**config.mk**
```make
export PLATFORM = sky130hd
export DESIGN_NAME = snes_pad_reader
export DESIGN_NICKNAME = d
export VERILOG_FILES = /design/src/rtl/snes_pkg.sv /design/src/rtl/snes_tick_gen.sv /design/src/rtl/snes_pad_reader.sv
export SDC_FILE = /design/constraint.sdc
export NUM_CORES = 1
export LEC_CHECK = 0
export ABC_AREA = 1
export CAP_MARGIN = 5
export CORE_UTILIZATION = 47
export DETAILED_ROUTE_END_ITERATION = 8
export DONT_BUFFER_PORTS = 1
export PLACE_DENSITY = 0.69
export SLEW_MARGIN = 5
export SYNTH_ARGS = -nofsm -noshare
export SYNTH_HDL_FRONTEND = slang
export SYNTH_SLANG_ARGS = --single-unit
export TNS_END_PERCENT = 50
```
**constraint.sdc**
```tcl
create_clock -name clk_i -period 3.4 [get_ports clk_i]
set_input_delay 1.02 -clock clk_i [delete_from_list [all_inputs] [get_ports clk_i]]
set_output_delay 1.02 -clock clk_i [all_outputs]
set_load 0.03 [all_outputs]
```
**src/rtl/snes_pkg.sv**
```systemverilog
// rtl/snes_pkg.sv - shared state type and button constants for the SNES pad reader
package snes_pkg;

    typedef enum logic [1:0] {
        IDLE  = 2'd0,
        LATCH = 2'd1,
        BIT   = 2'd2
    } snes_state_t;

    localparam int BITS_PER_FRAME = 16;
    localparam int LATCH_TICKS    = 2;

    localparam int BTN_B      = 0;
    localparam int BTN_Y      = 1;
    localparam int BTN_SELECT = 2;
    localparam int BTN_START  = 3;
    localparam int BTN_UP     = 4;
    localparam int BTN_DOWN   = 5;
    localparam int BTN_LEFT   = 6;
    localparam int BTN_RIGHT  = 7;
    localparam int BTN_A      = 8;
    localparam int BTN_X      = 9;
    localparam int BTN_L      = 10;
    localparam int BTN_R      = 11;

endpackage

```
**src/rtl/snes_tick_gen.sv**
```systemverilog
// rtl/snes_tick_gen.sv - free-running half-period tick for the controller serial clock
module snes_tick_gen #(
    parameter int HALF_DIV = 26
) (
    input  logic clk_i,
    input  logic reset_n,
    output logic tick_o
);

    localparam int CNT_W = $clog2(HALF_DIV);

    logic [CNT_W-1:0] cnt_q;

    always_ff @(posedge clk_i or negedge reset_n) begin
        if (!reset_n) begin
            cnt_q <= '0;
        end else if (cnt_q == CNT_W'(HALF_DIV - 1)) begin
            cnt_q <= '0;
        end else begin
            cnt_q <= cnt_q + 1'b1;
        end
    end

    assign tick_o = (cnt_q == CNT_W'(HALF_DIV - 1));

endmodule

```
**src/rtl/snes_pad_reader.sv**
```systemverilog
// rtl/snes_pad_reader.sv - polls one SNES controller and presents its 16 buttons in parallel
module snes_pad_reader
    import snes_pkg::*;
#(
    parameter int HALF_DIV   = 26,
    parameter int POLL_TICKS = 2773
) (
    input  logic        clk_i,
    input  logic        reset_n,
    input  logic        enable_i,
    input  logic        snes_data_i,
    output logic        snes_latch_o,
    output logic        snes_clk_o,
    output logic [15:0] buttons_o,
    output logic        valid_o,
    output logic        busy_o
);

    localparam int GAP_W = $clog2(POLL_TICKS + 1);

    logic tick;

    snes_tick_gen #(
        .HALF_DIV(HALF_DIV)
    ) u_tick_gen (
        .clk_i  (clk_i),
        .reset_n(reset_n),
        .tick_o (tick)
    );

    // Idle level of the data line is high (pulled up), so the synchronizer resets to 1.
    logic data_meta, data_sync;

    always_ff @(posedge clk_i or negedge reset_n) begin
        if (!reset_n) begin
            data_meta <= 1'b1;
            data_sync <= 1'b1;
        end else begin
            data_meta <= snes_data_i;
            data_sync <= data_meta;
        end
    end

    snes_state_t state_q, state_d;
    logic [3:0]       bit_idx_q, bit_idx_d;
    logic             phase_high_q, phase_high_d;
    logic [0:0]       latch_cnt_q, latch_cnt_d;
    logic [GAP_W-1:0] gap_q, gap_d, gap_dec;
    logic [15:0]      shift_q, shift_d;
    logic [15:0]      buttons_q, buttons_d;
    logic             valid_q, valid_d;
    logic             latch_q, latch_d;
    logic             sclk_q, sclk_d;

    always_ff @(posedge clk_i or negedge reset_n) begin
        if (!reset_n) begin
            state_q      <= IDLE;
            bit_idx_q    <= '0;
            phase_high_q <= 1'b0;
            latch_cnt_q  <= '0;
            gap_q        <= '0;
            shift_q      <= 16'hFFFF;
            buttons_q    <= 16'h0000;
            valid_q      <= 1'b0;
            latch_q      <= 1'b0;
            sclk_q       <= 1'b1;
        end else begin
            state_q      <= state_d;
            bit_idx_q    <= bit_idx_d;
            phase_high_q <= phase_high_d;
            latch_cnt_q  <= latch_cnt_d;
            gap_q        <= gap_d;
            shift_q      <= shift_d;
            buttons_q    <= buttons_d;
            valid_q      <= valid_d;
            latch_q      <= latch_d;
            sclk_q       <= sclk_d;
        end
    end

    always_comb begin
        state_d      = state_q;
        bit_idx_d    = bit_idx_q;
        phase_high_d = phase_high_q;
        latch_cnt_d  = latch_cnt_q;
        gap_d        = gap_q;
        shift_d      = shift_q;
        buttons_d    = buttons_q;
        valid_d      = 1'b0;
        latch_d      = latch_q;
        sclk_d       = sclk_q;
        gap_dec      = (gap_q != '0) ? gap_q - 1'b1 : '0;

        case (state_q)
            IDLE: begin
                latch_d = 1'b0;
                sclk_d  = 1'b1;
                // The tick that empties the gap also starts the frame, so exactly
                // POLL_TICKS idle ticks separate the end of one frame from the next.
                if (tick) begin
                    gap_d = gap_dec;
                    if (enable_i && gap_dec == '0) begin
                        state_d     = LATCH;
                        latch_cnt_d = '0;
                        latch_d     = 1'b1;
                    end
                end
            end
            LATCH: begin
                if (tick) begin
                    if (latch_cnt_q == 1'(LATCH_TICKS - 1)) begin
                        state_d      = BIT;
                        bit_idx_d    = '0;
                        phase_high_d = 1'b0;
                        latch_d      = 1'b0;
                        sclk_d       = 1'b0;
                    end else begin
                        latch_cnt_d = latch_cnt_q + 1'b1;
                    end
                end
            end
            BIT: begin
                if (tick) begin
                    if (!phase_high_q) begin
                        shift_d[bit_idx_q] = ~data_sync;
                        sclk_d             = 1'b1;
                        phase_high_d       = 1'b1;
                    end else if (bit_idx_q != 4'(BITS_PER_FRAME - 1)) begin
                        bit_idx_d    = bit_idx_q + 1'b1;
                        sclk_d       = 1'b0;
                        phase_high_d = 1'b0;
                    end else begin
                        state_d   = IDLE;
                        gap_d     = GAP_W'(POLL_TICKS);
                        buttons_d = shift_q;
                        valid_d   = 1'b1;
                    end
                end
            end
            default: begin
                state_d = IDLE;
                latch_d = 1'b0;
                sclk_d  = 1'b1;
            end
        endcase
    end

    assign snes_latch_o = latch_q;
    assign snes_clk_o   = sclk_q;
    assign buttons_o    = buttons_q;
    assign valid_o      = valid_q;
    assign busy_o       = (state_q != IDLE);

endmodule

```
==> metrics.txt <==
status=completed; Cell Pwr Density=429 nW/um^2; share of total power in the clock network=47.0%; DIE HEIGHT=82.1 um; final net count=380; Reg power frac=52.9%; DPL Wire Length=4.02 mm; number of global-route vias before repair=2,185; total gr overflow=0; largest net degree at the start of global routing=63; Starting Density=49.7%; layout cells sized above 1=14.5%; Min-Delay Path Class=input port to async pin; crit path DAT=2.51 ns; switching power=0.286 mW; cell with the most instances after synthesis=nand2_1; fillers=575; FF/Latch Area=1580 sq um; # H-tree levels=3; ys flop type=dfrtp_1; Pint=1.12 mW; Least-Margin Pin Slew=0.729 ns; Reg clk slew, reported paths=0.07 ns; Rel. slew slack=51.3%; Clock Latency Late Sink=0.34 ns; Core ar.=6060 sq um; RSZ-0062 raised after global routing=no; multi-input logic area=1250 sq um; post-synth top area cell=dfrtp_1; Hold-fix buffers, CTS=0; DR iter-0 viols=165; post-layout util=54.0%; YS warnings=0; syn avg cell area=8.35 sq um; drt total wl=5.88 mm; Slew Limit Fails=0; GRT Total Usage=19.6%; crit path launch type=register; Die ar.=6740 sq um; first-pass GRT wire length=9.92 mm; Netlist cell types=31; # clock sinks=62; root buffer cell=clkbuf_8; sw frac=20.3%; total CTS buffers=9; Logic pwr share=0.1%; Post-synth EDFFs=0; P&R area growth vs syn=8.68%; Final setup violation count=0; Tcrit/Tclk final=67.1%; Lkg Pwr=1.58 nW; Clock Tree Buf Depth=2; TNS Setup=0 ns; diode count=0; Synthesized Nets=373; initial antenna violation count=0; most frequent cells after synthesis=109 x nand2_1, 43 x dfrtp_1, 38 x inv_1; top cells by area, synth=dfrtp_1 36%, dfstp_2 17%, nand2_1 14%; worst vdd ir=0.234 mV; Post-CTS Setup Bufs=0; Syn Inst Count=361; I/O pins=24; Max Fanout on Critical Path=18; WL/cell=13.1 um; Fin Clk Skew=0.0100 ns; # rows=28; Die Span X=82.1 um; max frequency=438 MHz; ys async rst share=100%; CP Capture Type=register; sequential-to-total area share from yosys stat=52.3%; number of port buffers=0; residual DRC count=0; Yosys reg bits=62; Netlist Area Pre-Place=3010 sq um; routability congestion estimate from global placement=0.818; worst path required time=3.63 ns; max_cap viols=0; post-route ant nets=0; final hold viol count=0; Via density=5.17; first drt pass iteration count=4; total number of vias=2,315; Post-CTS Resized=0; minimum clock period=2.28 ns; Synth top area share=35.7%; TritonCTS clock tree=built; Setup CP Type=register to register
[per-stage QoR]
step                hold WS (ns)  setup slack [ns]  cell area [sq um]  instances  total power [mW]
floorplan                  0.345              1.72               3010        361             0.757
global placement           0.348              1.20               3070        432             0.758
detailed placement         0.348              1.12               3070        432             0.758
CTS                        0.354              1.11               3280        448              1.42
global route               0.349             0.921               3280        448              1.45
finish                     0.359              1.12               3280        448              1.41
[kinds of logic (layout without fill, tap and decap cells)]
kind of cell | after synthesis | in the layout | synth area share [%]
compound gates | 46 | 46 | 8.39
xor+xnor | 4 | 4 | 1.16
fa+ha+maj | 8 | 8 | 3.32
buf+inv | 46 | 58 | 6.35
flops | 62 | 62 | 52.3
simple gates | 195 | 195 | 28.5
[state kept, by name, indices dropped and copies added (netlist names)]
| signal | cells |
|---|---|
| bit_idx_q | 4 |
| buttons_o | 16 |
| data_meta | 1 |
| data_sync | 1 |
| gap_q | 12 |
| latch_cnt_q | 1 |
| phase_high_q | 1 |
| shift_q | 16 |
| snes_clk_o | 1 |
| snes_latch_o | 1 |
| state_q | 2 |
| u_tick_gen.cnt_q | 5 |
| valid_o | 1 |
[layout by cell type (no fill, tap or decap), types with 2 or more instances in the layout]
| cell type | count |
|---|---|
| nand4_1 | 2 |
| dfstp_2 | 19 |
| nor3_1 | 6 |
| inv_1 | 38 |
| clkbuf_8 | 11 |
| o21ai_0 | 21 |
| a21oi_1 | 11 |
| inv_2 | 3 |
| a31oi_1 | 4 |
| nand3_1 | 29 |
| nor2_1 | 31 |
| nor2_4 | 3 |
| xor2_1 | 3 |
| dfrtp_1 | 43 |
| nor2_2 | 6 |
| clkbuf_1 | 2 |
| ha_1 | 8 |
| nand2_1 | 109 |
| o22ai_1 | 5 |
| nand2_2 | 6 |
[routing by layer]
| metal | wire length, um | vias up | global-route usage, % |
|---|---|---|---|
| met5 | 0 | - | 0 |
| met4 | 75 | 0 | 6.84 |
| met3 | 228 | 10 | 5.56 |
| met2 | 2680 | 33 | 29.2 |
| met1 | 2890 | 1100 | 27.1 |
| li1 | - | 1172 | - |
[worst max-delay path: stages, from the launching register on]
cell and delay [ns]:
dfrtp_1 0.38, ha_1 0.28, inv_1 0.08, nor2_1 0.27
nand2_2 0.13, nor3_4 0.58, inv_2 0.28, nand2_1 0.12
nand2_1 0.05
[power groups by stage]
stage | Sequential [mW] | Combinational (mW) | Clock, mW
after global routing | 0.743 | 0.00195 | 0.704
after floorplan | 0.755 | 0.00269 | 0
after global placement | 0.756 | 0.00175 | 0
final | 0.743 | 0.00175 | 0.660
after CTS | 0.743 | 0.00176 | 0.673
after detailed placement | 0.756 | 0.00176 | 0
[area by class of cell]
class | instances | share of cell area, %
clock inverter | 3 | 1.30
inverter | 42 | 4.81
multi-input combinational | 253 | 38.1
sequential | 62 | 48.1
tap | 75 | 2.86
clock buffer | 13 | 4.85
[worst paths after layout]
| kind | end | slack (ns) | start | cells past startpoint |
|---|---|---|---|---|
| setup reg to reg | buttons_o[15]$_DFFE_PN0P_ | 1.12 | bit_idx_q[0]$_DFFE_PN0P_ | 8 |
| max in group asynchronous | shift_q[11]$_DFFE_PN1P_ | 2.84 | reset_n | 0 |
| setup / recovery | buttons_o[15]$_DFFE_PN0P_ | 1.12 | bit_idx_q[0]$_DFFE_PN0P_ | 8 |
| min in group clk_i | data_sync$_DFF_PN1_ | 0.36 | data_meta$_DFF_PN1_ | 0 |
| hold reg to reg | data_sync$_DFF_PN1_ | 0.36 | data_meta$_DFF_PN1_ | 0 |
| hold / removal | gap_q[4]$_DFFE_PN0P_ | 0.36 | reset_n | 0 |
Power figures use the tool's default switching activity.
